## src/rtl/multi_drop_hub.sv

```systemverilog
// Steers a one-hot-selected bus word into one of NDROP holding registers, each with its own valid/ready consumer handshake.
// Latency: a word accepted at edge N is visible on q/q_valid right after edge N. Optional MULTI_DROP_BCAST_EN makes all-ones a broadcast.
// Backpressure: bus_ready drops only when a legal select targets a full, non-draining slot; illegal selects are always accepted and discarded.
module multi_drop_hub #(
    parameter int WIDTH = 8,
    parameter int NDROP = 3
) (
    input  logic                   clk,
    input  logic                   rst,
    input  logic [WIDTH-1:0]       bus_data,
    input  logic [NDROP-1:0]       bus_sel,
    input  logic                   bus_valid,
    output logic                   bus_ready,
    output logic [NDROP*WIDTH-1:0] q,
    output logic [NDROP-1:0]       q_valid,
    input  logic [NDROP-1:0]       q_ready,
    input  logic                   err_clr,
    output logic                   err,
    output logic [7:0]             err_cnt
);

    localparam logic [NDROP-1:0] SEL_ONE = NDROP'(1);

    logic [NDROP-1:0] free;
    logic [NDROP-1:0] load;
    logic             one_hot;
    logic             bcast;
    logic             legal;
    logic             illegal_evt;

    // A slot that is being drained this cycle can be refilled in the same cycle.
    assign free    = ~q_valid | q_ready;
    assign one_hot = (bus_sel != '0) && ((bus_sel & (bus_sel - SEL_ONE)) == '0);

`ifdef MULTI_DROP_BCAST_EN
    assign bcast = &bus_sel;
`else
    assign bcast = 1'b0;
`endif

    assign legal       = one_hot || bcast;
    assign illegal_evt = bus_valid && !legal;

    always_comb begin
        bus_ready = 1'b1;
        load      = '0;
        if (one_hot) begin
            bus_ready = |(free & bus_sel);
        end else if (bcast) begin
            bus_ready = &free;
        end
        if (bus_valid && bus_ready && legal) begin
            load = bcast ? {NDROP{1'b1}} : bus_sel;
        end
    end

    always_ff @(posedge clk) begin
        if (rst) begin
            q       <= '0;
            q_valid <= '0;
            err     <= 1'b0;
            err_cnt <= 8'd0;
        end else begin
            for (int i = 0; i < NDROP; i++) begin
                if (load[i]) begin
                    q[i*WIDTH +: WIDTH] <= bus_data;
                    q_valid[i]          <= 1'b1;
                end else if (q_ready[i]) begin
                    q_valid[i] <= 1'b0;
                end
            end
            // A same-cycle illegal transfer takes priority over the clear.
            if (illegal_evt) begin
                err <= 1'b1;
                if (err_clr) begin
                    err_cnt <= 8'd1;
                end else if (err_cnt != 8'hFF) begin
                    err_cnt <= err_cnt + 8'd1;
                end
            end else if (err_clr) begin
                err     <= 1'b0;
                err_cnt <= 8'd0;
            end
        end
    end

endmodule
```

## config.mk

```make
export PLATFORM = sky130hd
export DESIGN_NAME = multi_drop_hub
export DESIGN_NICKNAME = d
export VERILOG_FILES = /design/src/rtl/multi_drop_hub.sv
export SDC_FILE = /design/constraint.sdc
export NUM_CORES = 1
export LEC_CHECK = 0
export BUFFER_PORTS_ARGS = -buffer_cell sky130_fd_sc_hd__clkbuf_2
export CORE_AREA = 2 2 58 60
export CTS_CLUSTER_DIAMETER = 30
export DETAILED_ROUTE_END_ITERATION = 16
export DIE_AREA = 0 0 60 62
export GPL_ROUTABILITY_DRIVEN = 0
export PLACE_DENSITY = 0.75
export SYNTH_ARGS = -nofsm -noshare
export SYNTH_HDL_FRONTEND = slang
export SYNTH_SLANG_ARGS = --single-unit
```

## constraint.sdc

```tcl
create_clock -name clk -period 2.7 [get_ports clk]
set_input_delay 0.135 -clock clk [delete_from_list [all_inputs] [get_ports clk]]
set_output_delay 0.135 -clock clk [all_outputs]
set_load 0.03 [all_outputs]
```

==> results of run 1 <==
[per-layer routing]
metal  GRT usage, %  routed length [um]  vias up
met4          9.524                  20        0
li1               -                   -      672
met1          20.44                1393      605
met3          4.969                 196        2
met2          30.28                1522       45
met5              0                   0        -
[how the worst min path moves through the flow]
stage	endpoint
after global placement	q[9]
after detailed placement	q[20]
after CTS	q[6]
final	q[15]
after floorplan	q[0]
after global routing	q[22]
[tightest hold or removal path: cells and delay by family]
family / cells / cell delay, ns
buffers and inverters: 1 / 0.10
muxes: 1 / 0.06
and+or+nand+nor: 1 / 0.07
[cells in the mapped netlist, types with 2 or more instances]
| master | number |
|---|---|
| buf_6 | 2 |
| nand3_1 | 6 |
| o31ai_1 | 3 |
| nand2_1 | 4 |
| mux2i_1 | 24 |
| inv_1 | 3 |
| nand2b_1 | 4 |
| clkbuf_1 | 4 |
| nor2_1 | 28 |
| a21oi_1 | 12 |
| and3_1 | 3 |
| o21ai_0 | 2 |
| buf_2 | 2 |
| nor3b_1 | 2 |
| dfxtp_1 | 36 |
| nand4_1 | 2 |
[final cells by class]
| class | count | area (um^2) | share of cell area (%) |
|---|---|---|---|
| Multi-Input combinational cell | 110 | 724.4 | 39.23 |
| Sequential cell | 36 | 720.7 | 39.02 |
| Timing Repair Buffer | 54 | 270.3 | 14.63 |
| Tap cell | 46 | 57.56 | 3.117 |
| Clock buffer | 7 | 55.05 | 2.981 |
| Inverter | 3 | 11.26 | 0.6098 |
| Clock inverter | 1 | 7.507 | 0.4065 |
[state kept, by name, indices dropped and copies added, names as in the netlist]
register	flops
q	24
err_cnt	8
q_valid	3
err	1
[where the power goes]
part	switching, W	internal [W]
clock network	0.000170	0.000128
registers	0.00000677	0.000542
logic	0.0000690	0.0000367
[stage by stage]
stage | total power, W | setup slack (ns) | instance area, um^2
2_1_floorplan | 0.0006329 | 0.9383 | 1504
3_3_place_gp | 0.0006662 | 1.041 | 1784
3_5_place_dp | 0.0006673 | 1.013 | 1784
4_1_cts | 0.0009622 | 0.9823 | 1847
5_1_grt | 0.0009937 | 0.8860 | 1847
6_report | 0.0009521 | 0.9794 | 1847
[logic make-up after synthesis]
logic type | after synthesis | share of synthesized area, %
multiplexers | 24 | 15.97
flip-flops | 36 | 47.92
buffers and inverters | 11 | 3.910
AND/OR/NAND/NOR | 59 | 20.05
XOR/XNOR | 1 | 0.5825
AO/OA/AOI/OAI | 25 | 10.73
adder cells (fa/ha/maj) | 1 | 0.8318
==> metrics.md, run 1 <==
| Metric | Value |
|---|---|
| Syn Nets | ~180 |
| NumNets Final | roughly 230 |
| Area Overhead vs Synth | 22.80% |
| Post-synth top area share | between 40% and 50% |
| Syn_area_per_cell | roughly 9.6 um^2 |
| Post-cts resize count | 0 |
| EDFF count, synth | 0 |
| Synthesis-stage register bit count | 36 |
| DPL Wire Length | between 2000 and 2500 um |
| Worst hold slack | around 0.068 ns |
| Number of library cell types mapped by synthesis | 36 |
| Die Y | 62 um |
| CTS Buffer Depth | 2 |
| Iteration count of the initial detailed-routing pass | 4 |
| Slowest cell on crit path | or4_1 |
| Status | complete, no violations |
| CTS tree | yes |
| Via count of the first global-routing pass | approximately 1.2k |
| CP Class | flop to flop |
| Gr ovfl total | 0 |
| Die width | about 60 um |
| CTS Hold Buffers Added | 0 |
| CP startpoint kind | flop |
| R2R cell count | 5 |
| All-Layer GR Usage | approximately 18% |
| RSZ-0062 raised after global routing | no |
| Vias | approximately 1.3k |
| Port Buffers | 54 |
| Num rows | 21 |
| Relative slew slack | 59.38% |
| Reg2reg start | err_cnt[0] |
| Buffers inserted by post-CTS timing repair | 0 |
| Fin util | 58.09% |
| Clock latency on the worst-skew pair | around 0.33 ns |
| Most frequent cells in the layout | clkbuf_2 (54), dfxtp_1 (36), nor2_1 (28), mux2i_1 (24), a21oi_1 (12) |
| Required @ worst endpoint | ~3.0 ns |
| Most area-hungry cell type in the Yosys netlist | dfxtp_1 |
| CP endpoint | err_cnt[3] |
| Worst reg-to-reg setup slack | roughly 1 ns |
| Hold WC Path Type | input port to flop |
| Buf+Inv Stages, Crit Path | 0 |
| Mapped Cells | 157 |
| Worst VDD drop | roughly 0.35 mV |
| Worst path depth | 5 |
| Total negative setup slack | 0 ns |
| Mapped Area | around 0.0015 mm^2 |
| Worst hold path depth | 3 |
| Layout Cells excl Fill | roughly 260 |
| First-pass GRT wire length | a little under 5000 um |
| Post-Route Skew | between 0.009 and 0.01 ns |
| Vias per cell | between 5 and 6 |
| H-tree depth | 2 |
| Antenna diodes | 0 |
| Crit path max-delay family | simple AND/OR/NAND/NOR gates |
| Max cap viols | 0 |
| Setup Viol. Count Final | 0 |
| Post-synth ARST share | 0% |
| Hold path startpoint | bus_data[7] |
| Worst-path fanout max | 5 |
| Register area share after synthesis | ~48% |
| Largest stage delay on the critical path | between 0.4 and 0.5 ns |
| Clock period minus worst slack | approximately 1.7 ns |
| Routed wire per std cell | between 10 and 15 um |
| Slew Limit Fails | 0 |
| Initial Util | a little under half |
| F_max | slightly below 0.6 GHz |
| Share of post-route cells with drive strength above 1 | 29.86% |
| Synth area leaders | dfxtp_1 (48%), mux2i_1 (16%), nor2_1 (7.0%) |
| Commonest non-fill, non-tap cell in the layout | clkbuf_2 |
| Largest net degree at the start of global routing | 33 |
| Most used cell, CP | and3_1 |
| Total Wirelength | 3133 um |
| Clock root buffer | clkbuf_4 |
| Fin crit share | approximately 64% |
| Endpoints failing hold | 0 |
| CP Launch Point | err_cnt[0] |
| Core Area | approximately 0.0032 mm^2 |
| Power Density | 515.5 mW/mm^2 |
| Main flop type after synthesis | dfxtp_1 |
| DR iter-0 viols | 66 |
| CTS Sinks | 36 |
| CP Cell Sequence | ha_1 > and3_1 > and3_1 > or4_1 > a21oi_1 |
| WP data arrival | between 1.5 and 2 ns |
| Die area | 0.003720 mm^2 |
| Crit path capture type | flop |
| Capturing point of the worst reg2reg path | err_cnt[3] |
| Clock slew at the register clock pins of the worst setup and hold paths | roughly 0.11 ns |
| # IOs | 55 |
| Antenna violations before repair | 0 |
| Lkg Pwr | roughly 0.95 nW |
| Num CTS Buffers | 5 |
| Inst Count DP | about 250 |
| Syn. warnings | 0 |
| Routed Antenna Nets | 0 |
| # DRC | 0 |
| Worst-Margin Slew | between 0.6 and 0.7 ns |
| Fillers | a little over 300 |
Note: power is estimated with default switching activity, not from simulation.
==> inputs of run 2 (changes only) <==
- ABC_AREA: default -> 1
- CORE_AREA: 2 2 58 60 -> 2 2 65 67
- DIE_AREA: 0 0 60 62 -> 0 0 67 69
- PLACE_DENSITY: 0.75 -> 0.69
- clock period: 2.7 -> 1.4 ns (I/O delays scaled with it)
==> metrics.md, run 2 <==
| Metric | Value |
|---|---|
| CTS tree | yes (unchanged) |
| Status | finished with violations (was complete, no violations) |
| Max reg flops | 24 (unchanged) |
| Largest net degree at the start of global routing | 26 (was 33) |
| Relative slew slack | 48.25% (was 59.38%) |
| Endpoints failing hold | 0 (unchanged) |
| Layout Cells excl Fill | 374 (was 257) |
| Clock slew at the register clock pins of the worst setup and hold paths | 0.08 ns (was 0.11 ns) |
| Sequential Area | 733.2 um^2 (was 720.7 um^2) |
| RSZ-0062 raised after global routing | yes (was no) |
| First-pass GRT wire length | 6341 um (was 4919 um) |
| Worst-Margin Slew | 0.7753 ns (was 0.6066 ns) |
| Pwr Total | 0.002327 W (was 0.0009521 W) |
| Num rows | 23 (was 21) |
| Top reg by flops | q (unchanged) |
| Number of library cell types mapped by synthesis | 21 (was 36) |
| Syn Nets | 276 (was 176) |
| Clock root buffer | clkbuf_8 (was clkbuf_4) |
| DR iter-0 viols | 117 (was 66) |
| Final instance area | 0.002273 mm^2 (was 0.001847 mm^2) |
| Synth area leaders | dfxtp_1 (42%), nand2_1 (15%), nor2_1 (13%) (was dfxtp_1 (48%), mux2i_1 (16%), nor2_1 (7.0%)) |
| F_max | about 0.71 GHz |
| Antenna diodes | 0 (unchanged) |
| Initial Util | 43.61% (was 47.30%) |
| Failing checks | setup timing |
| Post-synth top area share | 42.23% (was 47.92%) |
| Vias per cell | 4.610 (was 5.152) |
| Routed wire per std cell | 11.04 um (was 12.19 um) |
| Main flop type after synthesis | dfxtp_1 (unchanged) |
| Syn. warnings | 0 (unchanged) |
| Inst Count DP | 361 (was 249) |
| Core Area | 0.003914 mm^2 (was 0.003179 mm^2) |
| Fin crit share | 101.0% |
| Lkg Pwr | 1.198 nW (was 0.9521 nW) |
| R2R cell count | 10 (was 5) |
| Via count of the first global-routing pass | 1458 (was 1159) |
| Power Density | 1024 mW/mm^2 (was 515.5 mW/mm^2) |
| Capturing point of the worst reg2reg path | err_cnt[7] (was err_cnt[3]) |
| CP startpoint kind | flop (unchanged) |
| CTS Sinks | 36 (unchanged) |
| CTS Hold Buffers Added | 0 (unchanged) |
| Iteration count of the initial detailed-routing pass | 4 (unchanged) |
| Clock latency on the worst-skew pair | 0.29 ns (was 0.33 ns) |
| Hold WC Path Type | input port to flop (unchanged) |
| Register area share after synthesis | 42.23% (was 47.92%) |
| Clock period minus worst slack | roughly 1.4 ns |
| Syn_area_per_cell | 6.641 um^2 (was 9.579 um^2) |
| Max cap viols | 0 (unchanged) |
| Required @ worst endpoint | 1.33 ns (was 2.97 ns) |
| Multi-input combinational cell area | 854.6 um^2 (was 724.4 um^2) |
| Crit path capture type | output pin (was flop) |
| Gr ovfl total | 0 (unchanged) |
| Largest regs | q x24, err_cnt x8, q_valid x3 (unchanged) |
| EDFF count, synth | 0 (unchanged) |
| Worst-path fanout max | 4 (was 5) |
| CP Launch Point | q_valid[2] (was err_cnt[0]) |
| Port Buffers | 54 (unchanged) |
| DPL Wire Length | 2842 um (was 2263 um) |
| Dpl cell area | 0.002043 mm^2 (was 0.001784 mm^2) |
| WP data arrival | 1.34 ns (was 1.99 ns) |
| All-Layer GR Usage | 17.90% (was 17.82%) |
| NumNets Final | 342 (was 229) |
| H-tree depth | 2 (unchanged) |
| Worst slack, placed | 0.004544 ns (was 1.013 ns) |
| Vias | 1724 (was 1324) |
| Routed Antenna Nets | 0 (unchanged) |
| PnR worst setup slack | -0.01356 ns (was 0.9794 ns) |
| Setup Viol. Count Final | 1 (was 0) |
| Post-synth ARST share | 0% (unchanged) |
| # DRC | 0 (unchanged) |
| Most area-hungry cell type in the Yosys netlist | dfxtp_1 (unchanged) |
| Commonest non-fill, non-tap cell in the layout | nand2_1 (was clkbuf_2) |
| CP Class | flop to output pin (was flop to flop) |
| Worst reg-to-reg setup slack | 0.06 ns (was 0.98 ns) |
| Die area | 0.004623 mm^2 (was 0.003720 mm^2) |
| Num CTS Buffers | 5 (unchanged) |
| Worst VDD drop | 0.8406 mV (was 0.3545 mV) |
| Area Overhead vs Synth | 33.21% (was 22.80%) |
| # IOs | 55 (unchanged) |
| Post-Route Skew | 0.006169 ns (was 0.009747 ns) |
| Commonest cells post-synth | nand2_1 (67), nor2_1 (59), inv_1 (40), dfxtp_1 (36), nand3_1 (13) (was dfxtp_1 (36), nor2_1 (28), mux2i_1 (24), a21oi_1 (12), nand3_1 (6)) |
| Worst hold slack | 0.04684 ns (was 0.06750 ns) |
| Fillers | 383 (was 309) |
| Mapped Area | 0.001707 mm^2 (was 0.001504 mm^2) |
| Synthesis-stage register bit count | 36 (unchanged) |
| CP endpoint | bus_ready (was err_cnt[3]) |
| Mapped Cells | 257 (was 157) |
| CTS Buffer Depth | 2 (unchanged) |
| Most common cell in the synthesized netlist | nand2_1 (was dfxtp_1) |
| Antenna violations before repair | 0 (unchanged) |
| Most frequent cells in the layout | nand2_1 (64), nor2_1 (55), clkbuf_2 (53), inv_1 (39), dfxtp_1 (30) (was clkbuf_2 (54), dfxtp_1 (36), nor2_1 (28), mux2i_1 (24), a21oi_1 (12)) |
| Share of post-route cells with drive strength above 1 | 33.64% (was 29.86%) |
| Die Y | 69 um (was 62 um) |
| Reg2reg start | err_cnt[0] (unchanged) |
| Slew Limit Fails | 0 (unchanged) |
| Die width | 67 um (was 60 um) |
| Total Wirelength | 4128 um (was 3133 um) |
==> run 2: worst max-delay path, stage by stage (launching register included) <==
cell     delay [ns]
dfxtp_2        0.33
inv_1          0.06
o21ai_2        0.13
nand3_2        0.14
or2_4          0.26
buf_8          0.13
==> run 2: per-stage QoR <==
| stage | utilization (%) | setup TNS (ns) |
|---|---|---|
| 2_1_floorplan | - | 0 |
| 3_3_place_gp | 52.21 | 0 |
| 3_5_place_dp | 52.21 | 0 |
| 4_1_cts | 55.82 | -0.03650 |
| 5_1_grt | 58.09 | -0.1579 |
| 6_report | 58.09 | -0.01356 |
==> run 2: repair_timing <==
| item | in CTS | in global routing |
|---|---|---|
| endpoints found under the setup margin | 2 | 13 |
| pin swaps | 2 | 8 |
| gates resized for setup | 13 | 15 |
| setup buffers | 0 | 5 |
| cloned | 0 | 0 |
==> run 2: final cells by class <==
cell class	count	area share, %
Inverter	40	6.604
Clock buffer	6	4.128
Timing Repair Buffer	65	16.13
Multi-Input combinational cell	175	37.59
Tap cell	50	2.752
Clock inverter	2	0.5504
Sequential cell	36	32.25
==> run 2: worst min-delay path by stage <==
stage	from	end	slack, ns	depth (start not counted)
floorplan	bus_data[0]	q[0]	0.20	2
global placement	bus_data[1]	q[9]	0.33	3
detailed placement	bus_data[4]	q[12]	0.34	3
CTS	bus_data[4]	q[4]	0.04	3
global route	bus_data[7]	q[15]	0.05	3
finish	bus_data[4]	q[12]	0.05	3
==> run 2: per-layer routing <==
layer / track usage [%] / part of all wire [%] / wire (um) / vias to the layer above
met2: 29.37 / 49 / 2034 / 72
met3: 6.688 / 8.1 / 333 / 4
met5: 0 / 0 / 0 / -
met4: 7.483 / 1.7 / 70 / 0
met1: 20.41 / 41 / 1689 / 744
li1: - / - / - / 904
==> run 2: cells by family after synthesis <==
family	Yosys count	share of synthesized area (%)
DFF	36	42.23
and+or+nand+nor	156	39.30
buffers and inverters	46	12.10
adders and majority gates	1	0.7330
xor gates and xnor gates	1	0.5133
AOI/OAI and AO/OA	17	5.132
==> run 2: where the power goes <==
| part | internal [W] | total (W) | switching, W |
|---|---|---|---|
| logic | 0.000118 | 0.000383 | 0.000265 |
| registers | 0.00107 | 0.00109 | 0.0000255 |
| clock network | 0.000455 | 0.000850 | 0.000394 |
==> inputs of run 3 (changes only) <==
- CAP_MARGIN: default -> 0
- CORE_AREA: 2 2 65 67 -> 2 2 68 64
- DIE_AREA: 0 0 67 69 -> 0 0 70 66
==> metrics.md, run 3 (synthesized netlist as in run 2, its figures left out) <==
| Metric | Value |
|---|---|
| Antenna violations before repair | 0 (unchanged) |
| First-pass GRT wire length | 6341 um (unchanged) |
| CP startpoint kind | flop (unchanged) |
| CP Class | flop to output pin (unchanged) |
| Dpl cell area | 0.002041 mm^2 (was 0.002043 mm^2) |
| Top reg by flops | q (unchanged) |
| Gr ovfl total | 0 (unchanged) |
| Worst VDD drop | 0.4624 mV (was 0.8406 mV) |
| Hold WC Path Type | input port to flop (unchanged) |
| Largest net degree at the start of global routing | 25 (was 26) |
| CTS tree | yes (unchanged) |
| Vias per cell | 4.614 (was 4.610) |
| Sequential share of power | 48.8% (was 47.0%) |
| Worst slack, placed | -0.01444 ns (was 0.004544 ns) |
| Post-Route Skew | 0.003408 ns (was 0.006169 ns) |
| Die width | 70 um (was 67 um) |
| Crit path capture type | output pin (unchanged) |
| Sw frac | 29.33% (was 29.44%) |
| Num rows | 22 (was 23) |
| Clk pwr share | 34.2% (was 36.5%) |
| Clock latency on the worst-skew pair | 0.29 ns (about the same) |
| Clock slew at the register clock pins of the worst setup and hold paths | 0.07 ns (was 0.08 ns) |
| Via count of the first global-routing pass | 1445 (was 1458) |
| CTS Buffer Depth | 2 (unchanged) |
| Iteration count of the initial detailed-routing pass | 5 (was 4) |
| Antenna diodes | 0 (unchanged) |
| F_max | 0.7253 GHz (was 0.7074 GHz) |
| Max reg flops | 24 (unchanged) |
| Power Internal | 0.001583 W (was 0.001642 W) |
| DR iter-0 viols | 103 (was 117) |
| Slew Limit Fails | 0 (unchanged) |
| Final instance area | 0.002212 mm^2 (was 0.002273 mm^2) |
| # IOs | 55 (unchanged) |
| Die area | 0.004620 mm^2 (was 0.004623 mm^2) |
| Area Overhead vs Synth | 29.62% (was 33.21%) |
| H-tree depth | 2 (unchanged) |
| Largest regs | q x24, err_cnt x8, q_valid x3 (unchanged) |
| Total Wirelength | 3984 um (was 4128 um) |
| Reg2reg start | q_valid[1] (was err_cnt[0]) |
| Share of post-route cells with drive strength above 1 | 30.12% (was 33.64%) |
| Initial Util | 43.66% (was 43.61%) |
| Most frequent cells in the layout | nand2_1 (63), nor2_1 (58), clkbuf_2 (53), inv_1 (40), dfxtp_1 (31) (was nand2_1 (64), nor2_1 (55), clkbuf_2 (53), inv_1 (39), dfxtp_1 (30)) |
| Endpoints failing hold | 0 (unchanged) |
| Fin crit share | 98.49% (was 101.0%) |
| Core Area | 0.003909 mm^2 (was 0.003914 mm^2) |
| PnR worst setup slack | 0.02118 ns (was -0.01356 ns) |
| Num CTS Buffers | 5 (unchanged) |
| Status | complete, no violations (was finished with violations) |
| CP Launch Point | q_valid[1] (was q_valid[2]) |
| Worst-path fanout max | 2 (was 4) |
| Worst-Margin Slew | 0.3689 ns (was 0.7753 ns) |
| Port Buffers | 54 (unchanged) |
| WP data arrival | 1.31 ns (was 1.34 ns) |
| Total negative setup slack | 0 ns (was -0.01356 ns) |
| Commonest non-fill, non-tap cell in the layout | nand2_1 (unchanged) |
| # DRC | 0 (unchanged) |
| Die Y | 66 um (was 69 um) |
| Clock period minus worst slack | 1.379 ns (was 1.414 ns) |
| Max cap viols | 0 (unchanged) |
| Power Density | 1013 mW/mm^2 (was 1024 mW/mm^2) |
| DPL Wire Length | 2857 um (was 2842 um) |
| Worst hold slack | 0.04477 ns (was 0.04684 ns) |
| Lkg Pwr | 1.173 nW (was 1.198 nW) |
| Clock root buffer | clkbuf_8 (unchanged) |
| CTS Sinks | 36 (unchanged) |
| Psw | 0.0006571 W (was 0.0006849 W) |
| Setup Viol. Count Final | 0 (was 1) |
| NumNets Final | 340 (was 342) |
| All-Layer GR Usage | 17.36% (was 17.90%) |
| Required @ worst endpoint | 1.33 ns (about the same) |
| Routed wire per std cell | 10.77 um (was 11.04 um) |
| Vias | 1707 (was 1724) |
| Routed Antenna Nets | 0 (unchanged) |
| Logic pwr share | 17.0% (was 16.5%) |
| RSZ-0062 raised after global routing | yes (unchanged) |
| Relative slew slack | 75.41% (was 48.25%) |
| Hold path startpoint | bus_data[6] (was bus_data[4]) |
==> run 3: what timing repair did <==
action | CTS | global route
hold buffers | 0 | 0
gates resized for setup | 7 | 11
pin swaps | 3 | 1
endpoints found under the setup margin | 3 | 31
buffers inserted | 2 | 0
gates cloned | 0 | 1
==> run 3: worst paths after layout <==
path                                   to  cells past startpoint  slack [ns]
worst max-delay path            bus_ready                      5        0.02
worst min-delay path                q[14]                      3        0.04
worst max register to register       q[2]                      7        0.06
worst min register to register        err                      2        0.48
==> run 3: routing by layer <==
metal / part of all wire, % / track usage [%] / routed length, um / vias up
li1: - / - / - / 901
met1: 46 / 21.88 / 1828 / 752
met2: 45 / 27.50 / 1812 / 49
met3: 7.1 / 5.640 / 283 / 5
met4: 1.5 / 7.212 / 60 / 0
met5: 0 / 0 / 0 / -
==> run 3: layout make-up <==
cell class                 count  area, um^2
timing repair buffer          62       340.3
fill                         396        1697
sequential                    36       732.0
tap                           48       60.06
inverter                      40       150.1
clock buffer                   7       86.33
clock inverter                 1       7.507
multi-input combinational    176       835.8
==> run 3: metrics by stage <==
stage / util [%] / total power [W] / cells
3_5_place_dp: 52.21 / 0.001479 / 359
4_1_cts: 55.44 / 0.002249 / 369
6_report: 56.59 / 0.002241 / 370
2_1_floorplan: - / 0.001372 / 257
5_1_grt: 56.59 / 0.002356 / 370
3_3_place_gp: 52.21 / 0.001473 / 359
==> run 3: critical path: stages, from the launching register on <==
cell and delay, ns:
dfxtp_2 0.33, inv_1 0.04, o21ai_1 0.11, nand3_1 0.10, or2_2 0.30, buf_8 0.14
==> run 3: power by group through the flow <==
stage	clock [W]	sequential [W]	combinational [W]
after floorplan	0	0.00121	0.000166
after global placement	0	0.00111	0.000359
after detailed placement	0	0.00112	0.000362
after CTS	0.000784	0.00109	0.000372
after global routing	0.000840	0.00110	0.000418
final	0.000767	0.00109	0.000380
